**src/rtl/tt_mem_host.sv**
```systemverilog
// ---------------------------------------------------------------------------
// tt_mem_host
//   Initiator for the tt_um 256-bit DFF memory pin interface. Byte read/write
//   commands arrive on a valid/ready port and are driven onto the memory's
//   ui_in/uio_in pins. Read data is captured from uo_out and returned on a
//   valid/ready response port. Every output is registered.
//
// Parameters
//   ADDR_W    byte address width (32 bytes = 256 bits)
//   READ_LAT  cycles from address on pins to uo_out valid (must be >= 1)
//   CNT_W     width of the completed-transaction counter
//
// Ports
//   clk, rst                    clock, synchronous active-high reset
//   cmd_valid/cmd_ready         command handshake
//   cmd_we, cmd_addr, cmd_wdata command fields (wdata ignored for reads)
//   rsp_valid/rsp_ready         read response handshake
//   rsp_rdata                   read data
//   mem_ui                      memory ui_in: [ADDR_W-1:0]=addr, [7]=write enable
//   mem_uio                     memory uio_in: write data
//   mem_uo                      memory uo_out: read data
//   busy                        high whenever the FSM is not IDLE
//   txn_count                   writes + delivered reads, wraps silently
// ---------------------------------------------------------------------------
module tt_mem_host #(
  parameter int ADDR_W   = 5,
  parameter int READ_LAT = 1,
  parameter int CNT_W    = 16
) (
  input  logic              clk,
  input  logic              rst,
  input  logic              cmd_valid,
  output logic              cmd_ready,
  input  logic              cmd_we,
  input  logic [ADDR_W-1:0] cmd_addr,
  input  logic [7:0]        cmd_wdata,
  output logic              rsp_valid,
  input  logic              rsp_ready,
  output logic [7:0]        rsp_rdata,
  output logic [7:0]        mem_ui,
  output logic [7:0]        mem_uio,
  input  logic [7:0]        mem_uo,
  output logic              busy,
  output logic [CNT_W-1:0]  txn_count
);

  localparam int LAT_W = (READ_LAT < 1) ? 1 : $clog2(READ_LAT + 1);

  if (READ_LAT < 1) begin : g_bad_read_lat
    $error("tt_mem_host: READ_LAT must be at least 1");
  end

  typedef enum logic [1:0] {
    IDLE = 2'd0,
    WR   = 2'd1,
    RD   = 2'd2,
    RSP  = 2'd3
  } state_t;

  // _p0: next-state values computed from the current registers and inputs
  state_t             state_p0;
  logic [LAT_W-1:0]   lat_p0;
  logic [ADDR_W-1:0]  addr_p0;
  logic               we_p0;
  logic [7:0]         wdata_p0;
  logic               vld_p0;
  logic [7:0]         rdata_p0;
  logic [CNT_W-1:0]   txn_p0;

  // _p1: registered state, directly drives the outputs
  state_t             state_p1;
  logic [LAT_W-1:0]   lat_p1;
  logic [ADDR_W-1:0]  addr_p1;
  logic               we_p1;
  logic [7:0]         wdata_p1;
  logic               vld_p1;
  logic [7:0]         rdata_p1;
  logic [CNT_W-1:0]   txn_p1;
  logic               ready_p1;
  logic               busy_p1;

  always_comb begin
    state_p0 = state_p1;
    lat_p0   = lat_p1;
    addr_p0  = addr_p1;
    we_p0    = 1'b0;
    wdata_p0 = wdata_p1;
    vld_p0   = vld_p1;
    rdata_p0 = rdata_p1;
    txn_p0   = txn_p1;
    unique case (state_p1)
      IDLE: begin
        if (cmd_valid && ready_p1) begin
          addr_p0 = cmd_addr;
          if (cmd_we) begin
            wdata_p0 = cmd_wdata;
            we_p0    = 1'b1;
            state_p0 = WR;
          end else begin
            lat_p0   = LAT_W'(READ_LAT);
            state_p0 = RD;
          end
        end
      end
      WR: begin
        txn_p0   = txn_p1 + CNT_W'(1);
        state_p0 = IDLE;
      end
      RD: begin
        lat_p0 = lat_p1 - LAT_W'(1);
        if (lat_p1 == LAT_W'(1)) begin
          rdata_p0 = mem_uo;
          vld_p0   = 1'b1;
          state_p0 = RSP;
        end
      end
      RSP: begin
        if (rsp_ready) begin
          vld_p0   = 1'b0;
          txn_p0   = txn_p1 + CNT_W'(1);
          state_p0 = IDLE;
        end
      end
      default: state_p0 = IDLE;
    endcase
  end

  // _p0 -> _p1 register boundary
  always_ff @(posedge clk) begin
    if (rst) begin
      state_p1 <= IDLE;
      lat_p1   <= '0;
      addr_p1  <= '0;
      we_p1    <= 1'b0;
      wdata_p1 <= '0;
      vld_p1   <= 1'b0;
      rdata_p1 <= '0;
      txn_p1   <= '0;
      ready_p1 <= 1'b1;
      busy_p1  <= 1'b0;
    end else begin
      state_p1 <= state_p0;
      lat_p1   <= lat_p0;
      addr_p1  <= addr_p0;
      we_p1    <= we_p0;
      wdata_p1 <= wdata_p0;
      vld_p1   <= vld_p0;
      rdata_p1 <= rdata_p0;
      txn_p1   <= txn_p0;
      ready_p1 <= (state_p0 == IDLE);
      busy_p1  <= (state_p0 != IDLE);
    end
  end

  assign cmd_ready = ready_p1;
  assign busy      = busy_p1;
  assign rsp_valid = vld_p1;
  assign rsp_rdata = rdata_p1;
  assign txn_count = txn_p1;
  assign mem_ui    = {we_p1, {(7-ADDR_W){1'b0}}, addr_p1};
  assign mem_uio   = wdata_p1;

endmodule

```
**config.mk**
```make
export PLATFORM = sky130hd
export DESIGN_NAME = tt_mem_host
export DESIGN_NICKNAME = d
export VERILOG_FILES = /design/src/rtl/tt_mem_host.sv
export SDC_FILE = /design/constraint.sdc
export NUM_CORES = 1
export LEC_CHECK = 0
export ABC_AREA = 1
export BUFFER_PORTS_ARGS = -buffer_cell sky130_fd_sc_hd__buf_2
export CAP_MARGIN = 20
export CORE_UTILIZATION = 48
export DETAILED_ROUTE_END_ITERATION = 7
export HOLD_SLACK_MARGIN = 0.06
export PLACE_DENSITY_LB_ADDON = 0.3
export SYNTH_ARGS = -nofsm -noshare
export SYNTH_HDL_FRONTEND = slang
export SYNTH_SLANG_ARGS = --single-unit
```
**constraint.sdc**
```tcl
create_clock -name clk -period 1.4 [get_ports clk]
set_input_delay 0.28 -clock clk [delete_from_list [all_inputs] [get_ports clk]]
set_output_delay 0.28 -clock clk [all_outputs]
set_load 0.01 [all_outputs]
```
==> metrics.cfg <==
[floorplan]
core_sq_mm=0.003716
die_area_sq_mm=0.004194
std_cell_rows=22
die_h_um=64.76
fp.dieW_um=64.76
initial_utilization=0.5088
io_pins=69

[setup_path]
crit_chain=nor2_1 -> nand3_2 -> nor2_4 -> buf_4 -> nor2_2 -> nor2_2 -> a21oi_2
worst-r2r-cell-count=7
critical_path.slowest_cell=dfxtp_2
criticalPathCategory=register to register
cp_max_fo=8
path_delay_family=simple AND/OR/NAND/NOR gates
worstReg2RegEnd=cmd_ready$_SDFF_PP1_
cp-end-kind=register
crit_required_ns=1.59
r2r_start=state_p1[1]$_SDFF_PP0_
rrSetupSlack_ns=0.14
cp.arrival_ns=1.45
start_kind=register
cp_num_buf_inv=1
max_stage_delay_ns=0.38
crit_top_cell=nor2_2

[route]
via_per_inst=4.737
drc=0
drt-initial-drc-count=78
wl_per_cell_um=10.77
drt_pass1_iterations=4
wirelength_um=4050
drtAntennaViolNets=0
vias=1781

[cts]
numCtsBuffers=5
root_buffer=clkbuf_8
cts_num_sinks=44
cts_tree=built
cts.htree.levels=2
clk_pin_slew_ns=0.08
clk_latency_ns=0.29
clock_path_buffers=2

[cells_and_area]
synthToLayoutAreaGrowth_pct=26.41
final_cell_mix=buf_2, nor2_1, dfxtp_1
nFillCells=341
final_common_cell=buf_2
utilization=0.6431
nets=354
fin_cells=376
drive_above_1_share=0.3079
diodes=0

[placement]
gp_congestion=0.7968
dp.cells=364
dp_hpwl_um=2923
io_buffers=66

[sta]
setup_viol=0
max_freq_mhz=791.2
fin_crit_ns=1.264
report.final.slew_viol_count=0
rsz0062_at_grt=no
fin_setup_tns_ns=0
whs_ns=0.2061
min_period_over_period=0.9027
fin_skew_ns=0.005317
hold_viol=0

[global_routing]
grt_max_degree=22
grt_pass1_vias=1624
antenna_found_initial=0
grt.total_usage=0.2090
grt_pass1_wl_um=6727
overflow=0

[run_status]
status=complete, no violations

[synth]
yosys-top-cells-area=dfxtp_1, nor2_1, nand2_1, o21ai_0, a21oi_1
synth_cell_type_count=26
netlist_area_sq_mm=0.001891
synthCells=254
yosysSeqAreaShare=0.4659
ys.flop_type=dfxtp_1
synthArstFlopShare=0
synth_area_leader_cell=dfxtp_1
synth.top_cell.area_share=0.4659
ys_seq_elements=44
synth_area_per_cell_sq_um=7.443
synth_edf_count=0
yosysWarnings=0

[hold_path]
hp-start=cmd_wdata[3]
hold_path.class=input pin to register
whs_path_depth=3
min_to=mem_uio[3]$_SDFFE_PP0P_

[power_and_ir_drop]
ir_drop_mv=0.6227
power.leakage_nw=1.191
pwr_density_cell_mw_per_mm2=1111

[flow_run]
drv_cap=0

## metal layers
metal / GRT usage / vias to the layer above / routed length (um)
met5: 0 / - / 0
met2: 0.3555 / 45 / 1944
met4: 0.09722 / 0 / 44
li1: - / 952 / -
met3: 0.06514 / 4 / 204
met1: 0.2360 / 780 / 1857
## flip-flops by register name, indices dropped and copies added, names as in the netlist
register / cells
addr_p1: 5
busy: 1
cmd_ready: 1
lat_p1: 1
mem_uio: 8
rsp_rdata: 8
rsp_valid: 1
state_p1: 2
txn_count: 16
we_p1: 1
## power breakdown
group	switching [mW]	internal (mW)	leakage (nW)	total (mW)
logic	0.245	0.185	0.787	0.430
clock network	0.409	0.401	0.0445	0.810
registers	0.0664	1.35	0.360	1.41
## stage by stage
stage | instance area, sq um | power (mW) | setup WS [ns]
after floorplan | 1894 | 1.698 | 0.2060
after global placement | 2261 | 1.847 | 0.1155
after detailed placement | 2261 | 1.860 | 0.07370
after CTS | 2355 | 2.666 | 0.06199
after global routing | 2390 | 2.802 | 0.01796
final | 2390 | 2.655 | 0.1362
## how the worst max path moves through the flow
| stage | startpoint | to | slack, ns | cells after the start |
|---|---|---|---|---|
| 4_1_cts | state_p1[0]$_SDFF_PP0_ | mem_uio[6]$_SDFFE_PP0P_ | 0.06 | 6 |
| 2_1_floorplan | state_p1[1]$_SDFF_PP0_ | mem_uio[0]$_SDFFE_PP0P_ | 0.21 | 7 |
| 6_report | state_p1[1]$_SDFF_PP0_ | cmd_ready$_SDFF_PP1_ | 0.14 | 7 |
| 3_5_place_dp | state_p1[0]$_SDFF_PP0_ | mem_uio[6]$_SDFFE_PP0P_ | 0.07 | 6 |
| 5_1_grt | cmd_ready$_SDFF_PP1_ | busy$_SDFF_PP0_ | 0.02 | 6 |
| 3_3_place_gp | state_p1[0]$_SDFF_PP0_ | mem_uio[1]$_SDFFE_PP0P_ | 0.12 | 6 |
## timing repair
item	CTS	global route
setup buffers	0	3
endpoints found under the setup margin	0	15
gates resized for setup	0	4
hold buffers	0	0
hold endpoints to repair	0	0
## worst min-delay path, delay by kind of cell
kind | cells | cell delay (ns)
and+or+nand+nor | 2 | 0.11
buffers and inverters | 1 | 0.08
## synthesized netlist by cell type (2+ instances only)
master / count
a21oi_1: 20
buf_4: 5
clkbuf_1: 2
dfxtp_1: 44
inv_1: 26
inv_2: 2
nand2_1: 38
nand2_4: 2
nand3_1: 15
nand3_2: 2
nand4_1: 3
nor2_1: 53
nor2_2: 3
nor2_4: 2
o21ai_0: 26
## area by class of cell
cell class / count / area, sq um / area share
Multi-Input combinational cell: 175 / 863.3 / 0.3613
Inverter: 28 / 105.1 / 0.04398
Tap cell: 48 / 60.06 / 0.02513
Sequential cell: 44 / 884.6 / 0.3702
Timing Repair Buffer: 73 / 382.9 / 0.1602
Clock buffer: 7 / 86.33 / 0.03613
Clock inverter: 1 / 7.507 / 0.003141
## cells by family (layout without fill, tap and decap cells)
logic type / Yosys count / count (layout) / share of synthesized area
AOI/OAI and AO/OA: 47 / 47 / 0.1264
and+or+nand+nor: 124 / 125 / 0.3150
adders and majority gates: 1 / 1 / 0.006617
DFF: 44 / 44 / 0.4659
buffers and inverters: 37 / 109 / 0.08405
other: 1 / 2 / 0.001984
Power figures use the tool's default switching activity.
